`src/rtl/pu_pkg.sv`:
```
// Shared definitions for the dot-product sequencer and its processing unit:
// the sequencer FSM state type and the FP32 constants used by the datapath.
package pu_pkg;

  typedef enum logic [1:0] {
    ST_IDLE = 2'd0,
    ST_RUN  = 2'd1,
    ST_DONE = 2'd2
  } state_e;

  localparam logic [31:0] FP_ZERO = 32'h0000_0000;
  localparam logic [31:0] FP_ONE  = 32'h3F80_0000;
  localparam logic [31:0] FP_QNAN = 32'h7FC0_0000;

endpackage

```
`src/rtl/processor_unit.sv`:
```
// Combinational FP32 multiply-accumulate: out = previous + a0*b0 + a1*b1.
// Round-to-nearest-even on every operation; denormal inputs and results are
// flushed to signed zero; any NaN operand (or Inf*0, Inf-Inf) gives a quiet NaN.
module processor_unit
  import pu_pkg::*;
(
  input  logic [31:0] previous,
  input  logic [31:0] array1_0,
  input  logic [31:0] array1_1,
  input  logic [31:0] array2_0,
  input  logic [31:0] array2_1,
  output logic [31:0] out
);

  function automatic logic [31:0] fp_mul(input logic [31:0] a, input logic [31:0] b);
    logic        s;
    logic [47:0] prod;
    logic [24:0] mant;
    logic        g;
    logic        st;
    int          e;
    s = a[31] ^ b[31];
    if ((a[30:23] == 8'hFF && a[22:0] != '0) || (b[30:23] == 8'hFF && b[22:0] != '0))
      return FP_QNAN;
    if (a[30:23] == 8'hFF || b[30:23] == 8'hFF)
      return (a[30:23] == 8'h00 || b[30:23] == 8'h00) ? FP_QNAN : {s, 8'hFF, 23'h0};
    if (a[30:23] == 8'h00 || b[30:23] == 8'h00)
      return {s, 31'h0};
    prod = {24'h0, 1'b1, a[22:0]} * {24'h0, 1'b1, b[22:0]};
    e    = int'(a[30:23]) + int'(b[30:23]) - 127;
    // Product of two [1,2) mantissas lies in [1,4): normalise by at most one bit.
    if (prod[47]) begin
      mant = {1'b0, prod[47:24]};
      g    = prod[23];
      st   = |prod[22:0];
      e    = e + 1;
    end else begin
      mant = {1'b0, prod[46:23]};
      g    = prod[22];
      st   = |prod[21:0];
    end
    if (g && (st || mant[0])) mant = mant + 25'd1;
    if (mant[24]) begin
      mant = mant >> 1;
      e    = e + 1;
    end
    if (e >= 255) return {s, 8'hFF, 23'h0};
    if (e <= 0)   return {s, 31'h0};
    return {s, e[7:0], mant[22:0]};
  endfunction

  function automatic logic [31:0] fp_add(input logic [31:0] x, input logic [31:0] y);
    logic [31:0] a;
    logic [31:0] b;
    logic [26:0] ma;
    logic [26:0] mb;
    logic [53:0] sh;
    logic [27:0] sum;
    logic [24:0] mant;
    logic        found;
    int          d;
    int          e;
    int          lz;
    if (x[30:23] == 8'hFF) begin
      if (x[22:0] != '0) return FP_QNAN;
      if (y[30:23] == 8'hFF) return (y[22:0] != '0 || y[31] != x[31]) ? FP_QNAN : x;
      return x;
    end
    if (y[30:23] == 8'hFF) return (y[22:0] != '0) ? FP_QNAN : y;
    if (y[30:23] == 8'h00) return (x[30:23] == 8'h00) ? {x[31] & y[31], 31'h0} : x;
    if (x[30:23] == 8'h00) return y;
    // Order by magnitude so the subtract path never goes negative.
    if (x[30:0] >= y[30:0]) begin
      a = x;
      b = y;
    end else begin
      a = y;
      b = x;
    end
    d = int'(a[30:23]) - int'(b[30:23]);
    if (d > 27) d = 27;  // beyond this only the sticky bit survives
    e  = int'(a[30:23]);
    ma = {1'b1, a[22:0], 3'b000};
    sh = {1'b1, b[22:0], 3'b000, 27'h0} >> d;
    mb = {sh[53:28], sh[27] | (|sh[26:0])};
    if (a[31] == b[31]) begin
      sum = {1'b0, ma} + {1'b0, mb};
      if (sum[27]) begin
        sum = {1'b0, sum[27:2], sum[1] | sum[0]};
        e   = e + 1;
      end
    end else begin
      sum = {1'b0, ma} - {1'b0, mb};
      if (sum == '0) return FP_ZERO;
      lz    = 0;
      found = 1'b0;
      for (int i = 26; i >= 0; i--) begin
        if (!found && sum[i]) begin
          lz    = 26 - i;
          found = 1'b1;
        end
      end
      sum = sum << lz;
      e   = e - lz;
    end
    mant = {1'b0, sum[26:3]};
    if (sum[2] && ((|sum[1:0]) || sum[3])) mant = mant + 25'd1;
    if (mant[24]) begin
      mant = mant >> 1;
      e    = e + 1;
    end
    if (e >= 255) return {a[31], 8'hFF, 23'h0};
    if (e <= 0)   return {a[31], 31'h0};
    return {a[31], e[7:0], mant[22:0]};
  endfunction

  // Accumulate the running value with both element products, in that order.
  always_comb begin
    out = fp_add(fp_add(previous, fp_mul(array1_0, array2_0)), fp_mul(array1_1, array2_1));
  end

endmodule

```
`src/rtl/dot_product_sequencer.sv`:
```
// Dot-product sequencer: accepts a job (start/len), streams len operand beats
// through processor_unit feeding the running sum back as 'previous', then
// presents the FP32 result on a valid/ready port until it is taken.
// Optional build macro DPS_INIT_EN adds init_acc to seed the accumulator
// (bias / partial-sum chaining); without it the seed is +0.0.
module dot_product_sequencer
  import pu_pkg::*;
#(
  parameter int LEN_W = 16,
  parameter int DW    = 32
) (
  input  logic             clk,
  input  logic             rst_n,
  input  logic             start,
  input  logic [LEN_W-1:0] len,
`ifdef DPS_INIT_EN
  input  logic [DW-1:0]    init_acc,
`endif
  output logic             busy,
  input  logic             in_valid,
  output logic             in_ready,
  input  logic [DW-1:0]    in_a0,
  input  logic [DW-1:0]    in_a1,
  input  logic [DW-1:0]    in_b0,
  input  logic [DW-1:0]    in_b1,
  output logic             res_valid,
  input  logic             res_ready,
  output logic [DW-1:0]    res_data
);

  state_e           state_q, state_d;
  logic [LEN_W-1:0] cnt_q, cnt_d;
  logic [DW-1:0]    acc_q, acc_d;
  logic [DW-1:0]    seed;
  logic [DW-1:0]    pu_out;

`ifdef DPS_INIT_EN
  assign seed = init_acc;
`else
  assign seed = FP_ZERO;
`endif

  processor_unit u_pu (
    .previous (acc_q),
    .array1_0 (in_a0),
    .array1_1 (in_a1),
    .array2_0 (in_b0),
    .array2_1 (in_b1),
    .out      (pu_out)
  );

  // State, beat counter and accumulator registers.
  always_ff @(posedge clk or negedge rst_n) begin
    if (!rst_n) begin
      state_q <= ST_IDLE;
      cnt_q   <= '0;
      acc_q   <= FP_ZERO;
    end else begin
      state_q <= state_d;
      cnt_q   <= cnt_d;
      acc_q   <= acc_d;
    end
  end

  // Next-state logic: start only in IDLE, one beat per accepted handshake in RUN,
  // result handshake in DONE (a start in DONE is deliberately dropped).
  always_comb begin
    state_d = state_q;
    cnt_d   = cnt_q;
    acc_d   = acc_q;
    unique case (state_q)
      ST_IDLE: begin
        if (start) begin
          acc_d = seed;
          if (len != '0) begin
            state_d = ST_RUN;
            cnt_d   = len;
          end else begin
            state_d = ST_DONE;
          end
        end
      end
      ST_RUN: begin
        if (in_valid) begin
          acc_d = pu_out;
          cnt_d = cnt_q - 1'b1;
          if (cnt_q == LEN_W'(1)) state_d = ST_DONE;
        end
      end
      ST_DONE: begin
        if (res_ready) state_d = ST_IDLE;
      end
      default: state_d = ST_IDLE;
    endcase
  end

  assign busy      = (state_q != ST_IDLE);
  assign in_ready  = (state_q == ST_RUN);
  assign res_valid = (state_q == ST_DONE);
  assign res_data  = acc_q;

endmodule

```
`config.mk`:
```
export PLATFORM = sky130hd
export DESIGN_NAME = dot_product_sequencer
export DESIGN_NICKNAME = d
export VERILOG_FILES = /design/src/rtl/pu_pkg.sv /design/src/rtl/processor_unit.sv /design/src/rtl/dot_product_sequencer.sv
export SDC_FILE = /design/constraint.sdc
export NUM_CORES = 2
export LEC_CHECK = 0
export CORE_UTILIZATION = 60
export CTS_BUF_LIST = sky130_fd_sc_hd__clkbuf_4 sky130_fd_sc_hd__clkbuf_8
export DETAILED_ROUTE_END_ITERATION = 10
export PLACE_DENSITY_LB_ADDON = 0.1
export SETUP_SLACK_MARGIN = 0.02
export SYNTH_ARGS = -nofsm -noshare
export SYNTH_HDL_FRONTEND = slang
export SYNTH_HIERARCHICAL = 1
export SYNTH_SLANG_ARGS = --single-unit
```
`constraint.sdc`:
```
create_clock -name clk -period 46.6 [get_ports clk]
set_input_delay 9.32 -clock clk [delete_from_list [all_inputs] [get_ports clk]]
set_output_delay 9.32 -clock clk [all_outputs]
set_load 0.01 [all_outputs]
```
# Word-level counts from Yosys, hierarchy flattened
# Index checks and enable logic that the tools add are counted.
dict set report totals {
  register_bits 50
  wordCells 986
  inputBits 149
}
dict set report op_classes {
  n_eq_ne 20
  n_lt_le_gt_ge 12
  mul 2
  n_shift 4
  bitwise_logic 8
  n_reduce_logical 157
  addsub 25
  muxes 755
}
# operator count
set ops {}
lappend ops {{$mux W32} 158}
lappend ops {{$mux W25} 26}
lappend ops {{$mux W1} 490}
lappend ops {{$mux W27} 14}
lappend ops {{$add A32 B2 Y32 const B} 6}
lappend ops {{$reduce_bool A23 Y1} 8}
lappend ops {{$ge A32 B9 Y1 const B} 4}
lappend ops {{$le A32 B1 Y1 const B} 4}
lappend ops {{$mux W5} 22}
lappend ops {{$shr A54 B32 Y54} 2}
lappend ops {{$mul A24 B24 Y48} 2}
lappend ops {{$mux W23} 4}
lappend ops {{$eq A8 B8 Y1 const B} 8}
lappend ops {{$gt A32 B6 Y1 const B} 2}
lappend ops {{$logic_not A8 Y1} 8}
lappend ops {{$mux W4} 16}
lappend ops {{$pmux W32 S2} 1}
lappend ops {{$shl A28 B32 Y27} 2}
lappend ops {{$sub A32 B8 Y32 const B} 2}
lappend ops {{$sub A9 B32 Y32} 2}
lappend ops {{$ge A31 B31 Y1} 2}
lappend ops {{$logic_and A1 B1 Y1} 60}
lappend ops {{$add A27 B27 Y28} 2}
lappend ops {{$logic_not A28 Y1} 2}
lappend ops {{34 further kinds} 136}

# Logic depth before layout (Yosys ltp)
dict set report depth {
  ltp_word 660
  mapped_depth 236
  mapped_depth_nobuf 212
}

# By module
# Netlist, hierarchy kept.
# mod seq_area_each_um2 cells_per_inst area_each_um2 n_inst
set by_module_without_submodules {}
lappend by_module_without_submodules {processor_unit 0.0 9583 71368.4 1}
lappend by_module_without_submodules {dot_product_sequencer 1251.2 225 2386.0 1}

# Worst setup path before layout
# No wires, ideal clock.
dict set report synth_timing {
  kind {input-to-reg}
  start {input in_b0[12]}
  end {register acc_q[8], in the netlist res_data[8]}
  arrival_time_ns 48.200
  slack_ns -1.666
  setup_ns 0.066
  path_stages 215
  cell_sequence {clkbuf_1 clkbuf_1 nand2_1 fa_1 inv_1 fa_1 inv_1 fa_1 inv_1 fa_1 fa_1 fa_1 inv_1 fa_1 inv_1 ha_1 buf_2 nand2_1 (+179 left out) buf_1 clkbuf_1 nor2_1 a21oi_1 a32oi_1 inv_1 ha_1 inv_1 a211oi_4 nand3_2 nor4_2 nand3_1 or4_4 a211oi_2 buf_4 o211ai_1 a221oi_2 a22o_1}
}
# item line
set synth_lines {}
lappend synth_lines {{start, declared} dot_product_sequencer.sv:24} ;# input logic [DW-1:0] in_b0,
lappend synth_lines {{end signal, assigned} dot_product_sequencer.sv:57} ;# acc_q <= FP_ZERO;
lappend synth_lines {{end signal, assigned} dot_product_sequencer.sv:61} ;# acc_q <= acc_d;
lappend synth_lines {{end, declared} dot_product_sequencer.sv:33} ;# logic [DW-1:0] acc_q, acc_d;

==> Flow_metrics.wiki <==
{| class="wikitable"
! Metric !! Value
|-
| Endpoint type of the worst setup path || flip-flop
|-
| Routed WL per cell || 25.7 um
|-
| H-Tree Depth || 2
|-
| Vias in the first global route || 78567
|-
| Library cell occupying the most area in the post-synthesis netlist || sky130_fd_sc_hd__fa_1
|-
| Synth-to-Final Area Change || 13.4%
|-
| CTS max path bufs || 2
|-
| Count of cell types in the netlist || 149
|-
| Clock tree from TritonCTS || yes
|-
| Category of the worst setup path launch point || primary input
|-
| Setup slack after layout || 0.886 ns
|-
| Count of endpoints failing setup in the final report || 0
|-
| Vias per cell || 6.85
|-
| Inserted Clock Buffers || 5
|-
| Category of the most critical setup path || primary input to flip-flop
|-
| Register bit count reported by yosys || 50
|-
| Root buffer cell || sky130_fd_sc_hd__clkbuf_8
|-
| Setup TNS || 0 ns
|-
| Final-report hold violation count || 0
|-
| Setup repair after global routing missed its margin || yes
|-
| Total routing resource utilization after global routing || 0.463
|-
| Critical path buffers and inverters || 20
|-
| Mapped Area || 73800 um2
|-
| Critical path data required time || 46.86 ns
|-
| Worst r2r src || res_data[0]$_DFFE_PN0P_
|-
| Slowest stage cell on the critical path || sky130_fd_sc_hd__a311oi_1
|-
| Global-route wire length before repair || 454000 um
|-
| Count of cells along the worst register-to-register path || 164
|-
| Total non-filler cell area in the finished layout || 83600 um2
|-
| Maximum single-stage delay on the critical path || 0.69 ns
|-
| Slew of the pin with the lowest slew margin || 1.36 ns
|-
| Critical register-to-register path endpoint || res_data[11]$_DFFE_PN0P_
|-
| Max Freq || 21.9 MHz
|-
| Number of cell rows || 128
|-
| Share of post-route cells with drive strength above 1 || 0.130
|-
| Launch point of the worst path || in_b0[8]
|-
| Worst Setup Slack post-DPL || -1.13 ns
|-
| Status || finished clean
|-
| Number of cells on the critical path || 190
|-
| Die width || 353 um
|-
| Slack of the worst reg-to-reg path || 18.84 ns
|-
| Utilization after layout || 0.686
|-
| Total placed instance area || 80300 um2
|-
| Top-area cell type share of the netlist area || 0.263
|-
| DP HPWL || 235000 um
|-
| Dominant synthesized flop cell || sky130_fd_sc_hd__dfrtp_1
|-
| I/O pin count || 184
|-
| Worst hold path type || flip-flop to flip-flop
|-
| Largest net degree at the start of global routing || 65
|-
| Capturing instance or port of the critical path || res_data[11]$_DFFE_PN0P_
|-
| Endpoint arrival time on the critical path || 45.97 ns
|-
| Number of antenna violations at the first check in global routing || 4
|-
| Post-synth net total || 11508
|-
| Port Buffer Count || 183
|-
| Crit path max fanout || 20
|-
| Largest clock skew in the final design || 0.0150 ns
|-
| Antenna violation net count after detailed routing || 0
|-
| GR Overflow Total || 0
|-
| Max-cap check violation count || 0
|-
| Final number of max-transition violations || 0
|-
| Synthesized area per cell || 7.52 um2
|-
| Die area || 124000 um2
|-
| Warnings from Yosys || 6
|-
| Number of nets in the layout || 11896
|-
| Core Area || 122000 um2
|-
| Overall via count from detail_route || 81026
|-
| Clock latency on the worst-skew pair || 0.33 ns
|-
| Detailed-route DRC error count || 0
|-
| Initial DRC count || 11962
|-
| Final wirelength || 304000 um
|-
| Share of synthesized flip-flops with an asynchronous set or reset || 1.00
|-
| Cell seen most often among critical-path stages || sky130_fd_sc_hd__nor2_1
|-
| Number of enable-type register cells in the synthesized netlist || 0
|-
| Slew Limit Headroom || 0.0925
|-
| Starting Density || 0.605
|-
| Gate Count Post-Synth || 9808
|-
| Global placer's final weighted congestion || 1.13
|-
| Ratio of final minimum period to clock period || 0.981
|-
| Min cycle time layout || 45.71 ns
|-
| Detailed-routing iteration count for the pre-antenna-repair pass || 10
|-
| Gate family responsible for the most delay along the worst path || compound AO/OA/AOI/OAI gates
|-
| Fraction of the yosys area taken by sequential cells || 0.0170
|-
| Worst-path clk slew || 0.09 ns
|-
| Number of clock sinks || 50
|-
| Top cells by area, synth || sky130_fd_sc_hd__fa_1 (26%), sky130_fd_sc_hd__ha_1 (9.9%), sky130_fd_sc_hd__inv_1 (6.7%), sky130_fd_sc_hd__nand2_1 (5.9%), sky130_fd_sc_hd__and2_1 (4.9%)
|-
| DIE HEIGHT || 353 um
|}
==> what timing repair did <==
item / in CTS / in global routing
pin swaps: 6 / 129
cloned: 0 / 21
setup buffers: 10 / 111
gates resized for setup: 54 / 393
hold buffers: 0 / 0
setup endpoints to repair: 31 / 32
==> cell usage after synthesis, types with 96 or more instances <==
| master | number |
|---|---|
| sky130_fd_sc_hd__a21o_1 | 124 |
| sky130_fd_sc_hd__a21oi_1 | 453 |
| sky130_fd_sc_hd__a31oi_1 | 102 |
| sky130_fd_sc_hd__and2_1 | 581 |
| sky130_fd_sc_hd__buf_2 | 96 |
| sky130_fd_sc_hd__clkbuf_1 | 390 |
| sky130_fd_sc_hd__fa_1 | 970 |
| sky130_fd_sc_hd__ha_1 | 581 |
| sky130_fd_sc_hd__inv_1 | 1313 |
| sky130_fd_sc_hd__mux2i_1 | 143 |
| sky130_fd_sc_hd__nand2_1 | 1164 |
| sky130_fd_sc_hd__nand3_1 | 233 |
| sky130_fd_sc_hd__nand4_1 | 145 |
| sky130_fd_sc_hd__nor2_1 | 722 |
| sky130_fd_sc_hd__nor3_1 | 191 |
| sky130_fd_sc_hd__nor4_1 | 124 |
| sky130_fd_sc_hd__o211ai_1 | 109 |
| sky130_fd_sc_hd__o21ai_0 | 341 |
| sky130_fd_sc_hd__xnor2_1 | 236 |
==> flip-flops by register name, indices dropped and copies added, names as in the netlist <==
signal    flops
state_q       2
cnt_q        16
res_data     32
==> worst min-delay path by stage <==
stage | start | cells after the start | to | slack (ns)
after global placement | state_q[1]$_DFFE_PN0P_ | 1 | state_q[0]$_DFFE_PN0P_ | 0.47
after detailed placement | state_q[1]$_DFFE_PN0P_ | 1 | state_q[0]$_DFFE_PN0P_ | 0.48
after global routing | state_q[1]$_DFFE_PN0P_ | 1 | state_q[0]$_DFFE_PN0P_ | 0.53
after CTS | state_q[1]$_DFFE_PN0P_ | 1 | state_q[0]$_DFFE_PN0P_ | 0.49
final | state_q[1]$_DFFE_PN0P_ | 1 | state_q[0]$_DFFE_PN0P_ | 0.50
after floorplan | state_q[1]$_DFFE_PN0P_ | 1 | state_q[0]$_DFFE_PN0P_ | 0.45
==> through the flow <==
stage | std cells | hold WS [ns]
after global routing | 11822 | 0.525
after CTS | 11690 | 0.493
after global placement | 11672 | 0.470
after floorplan | 9808 | 0.445
after detailed placement | 11672 | 0.476
final | 11825 | 0.501
==> kinds of logic (layout without fill, tap and decap cells) <==
group                    count (synthesis)  count (layout)  share of synthesized area
adder cells (fa/ha/maj)               1551            1551                      0.362
AND/OR/NAND/NOR                       3648            3649                      0.247
multiplexers                           201             201                     0.0289
buffers and inverters                 1878            2265                      0.100
other                                    0               3                          0
XOR/XNOR                               306             306                     0.0365
flip-flops                              50              50                     0.0170
AO/OA/AOI/OAI                         2174            2175                      0.209
==> cell usage in the layout, fill, tap and decap left out, drive strengths merged, types with 37 or more instances in the layout <==
cell type      count
a31oi            103
fa               970
o31ai             62
a21oi            456
clkdlybuf4s50    150
a22oi             46
o22ai             52
mux2i            145
nand2           1165
and4              37
nor2             724
dfrtp             50
mux2              53
o21ai            407
xnor2            237
a221oi            45
nor4             139
nor3             199
inv             1319
ha               581
nand2b            65
and3              80
buf              727
a211oi            94
and2             585
o21bai            68
a22o              42
nand4            147
o21a              53
nand3            237
or2               56
xor2              69
or3               68
a21o             124
o211ai           110
==> routing by layer <==
metal,part of all wire,track usage,wire length (um),vias to the layer above
met2,0.42,0.708,129000,6388
met5,0.000089,0,27,-
met4,0.071,0.247,21700,4
li1,-,-,-,34365
met1,0.37,0.603,112000,38698
met3,0.14,0.112,41600,1571
==> layout make-up <==
cell class,count,area (um2)
Multi-Input combinational cell,7882,67000
Sequential cell,50,1250
Antenna cell,3,7.51
Clock buffer,6,76.3
Timing Repair Buffer,928,8280
Inverter,1329,5020
Fill cell,10076,38200
Tap cell,1625,2030
Clock inverter,2,13.8
Power is not shown: default switching activity piles up to over one toggle a cycle in this logic, so the estimate is an artifact.
